--- config.mk ---
export PLATFORM = sky130hd
export DESIGN_NAME = hazard_ctrl
export DESIGN_NICKNAME = d
export VERILOG_FILES = /design/src/rtl/hazard_ctrl.sv
export SDC_FILE = /design/constraint.sdc
export NUM_CORES = 1
export LEC_CHECK = 0
export CAP_MARGIN = 30
export CORE_ASPECT_RATIO = 1.1
export CORE_MARGIN = 4
export CORE_UTILIZATION = 49
export CTS_CLUSTER_SIZE = 40
export DETAILED_ROUTE_END_ITERATION = 8
export PLACE_DENSITY = 0.81
export SLEW_MARGIN = 20
export SYNTH_ARGS = -nofsm -noshare
export SYNTH_HDL_FRONTEND = slang
export SYNTH_SLANG_ARGS = --single-unit
--- constraint.sdc ---
create_clock -name clk -period 2.6 [get_ports clk]
set_clock_uncertainty 0.1 [all_clocks]
set_input_delay 0.39 -clock clk [delete_from_list [all_inputs] [get_ports clk]]
set_output_delay 0.39 -clock clk [all_outputs]
set_load 0.02 [all_outputs]
--- src/rtl/hazard_ctrl.sv ---
// Pipeline hazard controller for the riscky 5-stage core: forwarding, load-use
// stalls, redirect flushes, memory-wait freezes, boot hold and debug counters.
module hazard_ctrl #(
   parameter int BOOT_CYCLES = 2,
   parameter int MEM_TIMEOUT = 64,
   parameter int CNT_W       = 32
) (
   input  logic             clk,
   input  logic             rst_n,
   input  logic [4:0]       rs1_d,
   input  logic [4:0]       rs2_d,
   input  logic [4:0]       rs1_e,
   input  logic [4:0]       rs2_e,
   input  logic [4:0]       rd_e,
   input  logic             reg_write_e,
   input  logic             result_src_e,
   input  logic             pc_src_e,
   input  logic [4:0]       rd_m,
   input  logic             reg_write_m,
   input  logic [4:0]       rd_w,
   input  logic             reg_write_w,
   input  logic             mem_req_m,
   input  logic             mem_ready_m,
   output logic [1:0]       forward_a_e,
   output logic [1:0]       forward_b_e,
   output logic             stall_f,
   output logic             stall_d,
   output logic             stall_e,
   output logic             stall_m,
   output logic             flush_d,
   output logic             flush_e,
   output logic [1:0]       state,
   output logic [CNT_W-1:0] stall_cnt,
   output logic [CNT_W-1:0] flush_cnt,
   output logic             mem_timeout
);

   typedef enum logic [1:0] {BOOT = 2'b00, RUN = 2'b01, MEM_WAIT = 2'b10} state_t;

   localparam int BW = (BOOT_CYCLES > 1) ? $clog2(BOOT_CYCLES) : 1;
   localparam int WW = $clog2(MEM_TIMEOUT + 1);
   localparam state_t          RST_STATE = (BOOT_CYCLES == 0) ? RUN : BOOT;
   localparam logic [BW-1:0]   BOOT_LAST = BW'(BOOT_CYCLES - 1);
   localparam logic [WW-1:0]   WAIT_MAX  = WW'(MEM_TIMEOUT);
   localparam logic [WW-1:0]   WAIT_LAST = WW'(MEM_TIMEOUT - 1);

   state_t          state_q, state_nx;
   logic [BW-1:0]   boot_cnt;
   logic [WW-1:0]   wait_cnt;
   logic            freeze, lu, boot_out;

   function automatic logic [1:0] fwd_sel(input logic [4:0] rs,
                                          input logic [4:0] m_rd, input logic m_we,
                                          input logic [4:0] w_rd, input logic w_we);
      if (m_we && m_rd != 5'd0 && m_rd == rs)      return 2'b10;
      else if (w_we && w_rd != 5'd0 && w_rd == rs) return 2'b01;
      else                                         return 2'b00;
   endfunction

   assign freeze   = mem_req_m & ~mem_ready_m;
   assign lu       = result_src_e & reg_write_e & (rd_e != 5'd0) &
                     ((rd_e == rs1_d) | (rd_e == rs2_d));
   // Holding reset forces the boot pattern even before the state register settles.
   assign boot_out = ~rst_n | (state_q == BOOT);
   assign state    = state_q;

   always_ff @(posedge clk) begin
      if (!rst_n) state_q <= RST_STATE;
      else        state_q <= state_nx;
   end

   always_comb begin
      state_nx = state_q;
      case (state_q)
         BOOT:     if (boot_cnt == BOOT_LAST) state_nx = RUN;
         RUN:      if (freeze)                state_nx = MEM_WAIT;
         MEM_WAIT: if (!freeze)               state_nx = RUN;
         default:                             state_nx = RST_STATE;
      endcase
   end

   always_comb begin
      forward_a_e = 2'b00;
      forward_b_e = 2'b00;
      stall_f     = 1'b0;
      stall_d     = 1'b0;
      stall_e     = 1'b0;
      stall_m     = 1'b0;
      flush_d     = 1'b0;
      flush_e     = 1'b0;
      if (boot_out) begin
         stall_f = 1'b1;
         flush_d = 1'b1;
         flush_e = 1'b1;
      end else begin
         forward_a_e = fwd_sel(rs1_e, rd_m, reg_write_m, rd_w, reg_write_w);
         forward_b_e = fwd_sel(rs2_e, rd_m, reg_write_m, rd_w, reg_write_w);
         if (freeze) begin
            stall_f = 1'b1;
            stall_d = 1'b1;
            stall_e = 1'b1;
            stall_m = 1'b1;
         end else begin
            flush_d = pc_src_e;
            flush_e = pc_src_e | lu;
            stall_f = lu & ~pc_src_e;
            stall_d = lu & ~pc_src_e;
         end
      end
   end

   always_ff @(posedge clk) begin
      if (!rst_n) begin
         boot_cnt    <= '0;
         wait_cnt    <= '0;
         stall_cnt   <= '0;
         flush_cnt   <= '0;
         mem_timeout <= 1'b0;
      end else if (state_q == BOOT) begin
         boot_cnt <= boot_cnt + 1'b1;
         wait_cnt <= '0;
      end else begin
         if (freeze) begin
            if (wait_cnt != WAIT_MAX)  wait_cnt    <= wait_cnt + 1'b1;
            if (wait_cnt >= WAIT_LAST) mem_timeout <= 1'b1;
         end else begin
            wait_cnt <= '0;
         end
         if (stall_f && stall_cnt != '1)               stall_cnt <= stall_cnt + 1'b1;
         if (pc_src_e && !freeze && flush_cnt != '1)   flush_cnt <= flush_cnt + 1'b1;
      end
   end

endmodule

==> reports/qor.csv <==
stage,metric,value,unit
outcome,status,"finished, violations left",
outcome,violations,setup timing,
placement,hpwl,9280,um
worst_setup_path,timing.rr.start,stall_cnt[0]$_SDFFE_PN0P_,
worst_setup_path,crit_path_max_fanout,2,
floorplan,fp-row-count,35,
layout,final_cells,781,
power_and_ir_drop,powerDensity,404,nW/um^2
grt,grt_max_degree,86,
worst_setup_path,crit_chain,or2_1 > and2_4 > o211ai_1 > or4_4 > nor4_4 > buf_4,
timing,layout_setup_ws,-5.16,ps
routing,first_pass_iters,5,
floorplan,die-area,10500,um^2
worst_setup_path,reg2reg_slack,320,ps
clock_network,cts-htree-levels,3,
timing,fin_crit_sh,100,%
synth,yosysSeqAreaShare,34.3,%
synth,ys_top_cells_by_area,"dfxtp_1 (34%), xnor2_1 (6.8%), xor2_1 (6.4%), and2_1 (4.4%), nand2_1 (4.3%)",
placement,dp_cells,763,
routing,via_count,4424,
grt,overflow,0,
clock_network,cts_buffer_depth,2,
timing,slew_viol_final,0,
worst_setup_path,cpMaxStageDelayCell,or4_4,
timing,min_period,2610,ps
synth,synth_edf_count,0,
layout,final_nets,713,
timing,rsz0062_at_grt,yes,
worst_setup_path,reg2reg_to,stall_cnt[30]$_SDFFE_PN0P_,
worst_setup_path,path_class,reg -> out,
clock_network,clk_latency,360,ps
synth,async_reset_ff_share,0,%
layout,drive_gt1_share,13.1,%
routing,avgRoutedWirePerCell,16.1,um
routing,route.detailed.drc,0,
worst_setup_path,rr_worst_depth,7,
placement,io_buffers,120,
min_path,worstHoldStart,mem_timeout$_SDFFE_PN0P_,
synth,syn_nets,561,
layout,antennaDiodeCount,0,
timing,setup_viol,1,
worst_setup_path,cp_data_arrival_time,2120,ps
power_and_ir_drop,ir_worst_vdd,0.342,mV
min_path,whs_path_depth,2,
synth,ys.flop_type,dfxtp_1,
routing,routed_wl,12600,um
clock_network,cts-root-buf,clkbuf_8,
floorplan,core,8540,um^2
synth,yosysTopAreaCellShare,34.3,%
synth,ys_ff_latch,75,
timing,tightest_slew,738,ps
clock_network,tritoncts,built,
layout,layout_commonest_cell,clkdlybuf4s50_1,
layout,synthToLayoutAreaGrowth,40.9,%
routing,vias_per_cell,5.66,
synth,syn_avg_cell_area,8.54,um^2
placement,gp_congestion,0.935,
timing,slew_headroom,50.8,%
floorplan,die_x,98.1,um
floorplan,ios,121,
grt,grt_first_pass_wirelength,20200,um
timing,timing.fmax,384,MHz
routing,postRouteAntennaNets,0,
grt,grt_pass1_vias,4319,
synth,yosysUniqueCellTypes,56,
grt,antenna_found_initial,0,
worst_setup_path,crit_family,simple AND/OR/NAND/NOR gates,
layout,postLayoutCoreUtil,72.3,%
clock_network,clock_sinks,75,
grt,grt_usage,23.2,%
min_path,hold_class,reg -> reg,
placement,place_ws,-673,ps
worst_setup_path,slowest_delay,540,ps
synth,syn_inst,513,
clock_network,cts-buffers-inserted,9,
synth,syn_area,4380,um^2
layout,most-common-layout-cells,"clkdlybuf4s50_1 (102), dfxtp_1 (73), nand2_1 (50)",
routing,dr.first_iter.drc_count,213,
worst_setup_path,cp-start-kind,flop,
flow_run,drv_cap,0,
floorplan,start_util,51.3,%
synth,ys_warn_count,0,
min_path,hold_path_end,mem_timeout$_SDFFE_PN0P_,
clock_network,clk_pin_slew_worst_paths,90,ps
power_and_ir_drop,p_leak,2.29,nW
floorplan,dieHeight,107,um
timing,hold_violations,0,
synth,synth_top_area_cell,dfxtp_1,
worst_setup_path,worstPathRequired,2110,ps
worst_setup_path,end_kind,primary output,
worst_setup_path,worst-path-buf-inv,1,
through the flow:
stage | TNS, ps | power [mW] | hold WS (ps) | cell area (um^2)
final | -5.16 | 2.49 | 386 | 6170
after global routing | -89.7 | 2.60 | 425 | 6170
after floorplan | 0 | 1.45 | 395 | 4390
after global placement | -3810 | 1.66 | 347 | 5920
after CTS | 0 | 2.48 | 398 | 6090
after detailed placement | -4640 | 1.67 | 377 | 5920
power breakdown:
| group | total [mW] | internal (mW) | switching (mW) |
|---|---|---|---|
| clock network | 0.817 | 0.350 | 0.467 |
| registers | 1.18 | 1.17 | 0.0181 |
| logic | 0.490 | 0.248 | 0.243 |
| total | 2.49 | 1.76 | 0.728 |
routing by layer:
layer  wire length, um  global-route usage, %  vias to the layer above
li1                  -                      -                     2161
met1              4990                   26.7                     2129
met2              6750                   42.6                      109
met3               494                   3.12                       25
met4               347                   10.2                        0
met5                 0                      0                        -
worst min-delay path, stage by stage, from the launching register on:
cell     delay, ps
dfxtp_1        330
nand2_1         50
o21ai_0         70
sequential cells by signal, summed over array words and instances, names as in the netlist:
| register | flops |
|---|---|
| flush_cnt | 32 |
| stall_cnt | 32 |
| wait_cnt | 7 |
| state | 2 |
| boot_cnt | 1 |
| mem_timeout | 1 |
synthesized netlist by cell type (4+ instances only):
cell type / n
a21boi_1: 17
a21oi_1: 4
and2_1: 31
and3_1: 14
and4_1: 5
buf_2: 6
clkbuf_1: 10
dfxtp_1: 75
ha_1: 4
inv_1: 6
mux2i_1: 12
nand2_1: 50
nand2b_1: 14
nand3_1: 32
nand4_1: 25
nor2_1: 23
nor3_1: 14
nor4_1: 14
nor4b_1: 4
o21ai_0: 5
o21ai_1: 6
o31ai_1: 10
or3_1: 8
or4_1: 14
xnor2_1: 34
xor2_1: 32
cells by family after synthesis:
group	count (synthesis)	share of synthesized area [%]
AOI/OAI and AO/OA	61	10.1
adders and majority gates	4	1.14
buffers and inverters	29	3.43
and+or+nand+nor	266	35.1
DFF	75	34.3
xor gates and xnor gates	66	13.2
muxes	12	2.74
worst max-delay path by stage:
stage / start / to / slack (ps) / depth (start not counted)
after global routing: state[1]$_SDFFE_PN0P_ / forward_b_e[0] / -60 / 6
final: state[1]$_SDFFE_PN0P_ / forward_b_e[0] / -5 / 6
after floorplan: state[0]$_SDFFE_PN0P_ / forward_a_e[0] / 120 / 6
after CTS: rd_m[2] / forward_b_e[0] / 20 / 6
after detailed placement: rd_m[1] / forward_b_e[0] / -670 / 6
after global placement: rd_m[1] / forward_b_e[0] / -620 / 6
final cells by class:
class                      instances  area, um^2
multi-input combinational        409        2800
sequential                        75        1500
tap                              111         139
clock buffer                      11         131
inverter                           7        26.3
timing repair buffer             163        1530
clock inverter                     5        38.8
fill                             664        2370
what timing repair did:
item | in CTS | in global routing
setup endpoints to repair | 7 | 5
pin swaps | 1 | 10
resized for setup | 28 | 20
setup buffers | 1 | 1
hold buffers | 0 | 0
(Power assumes the default switching activity.)
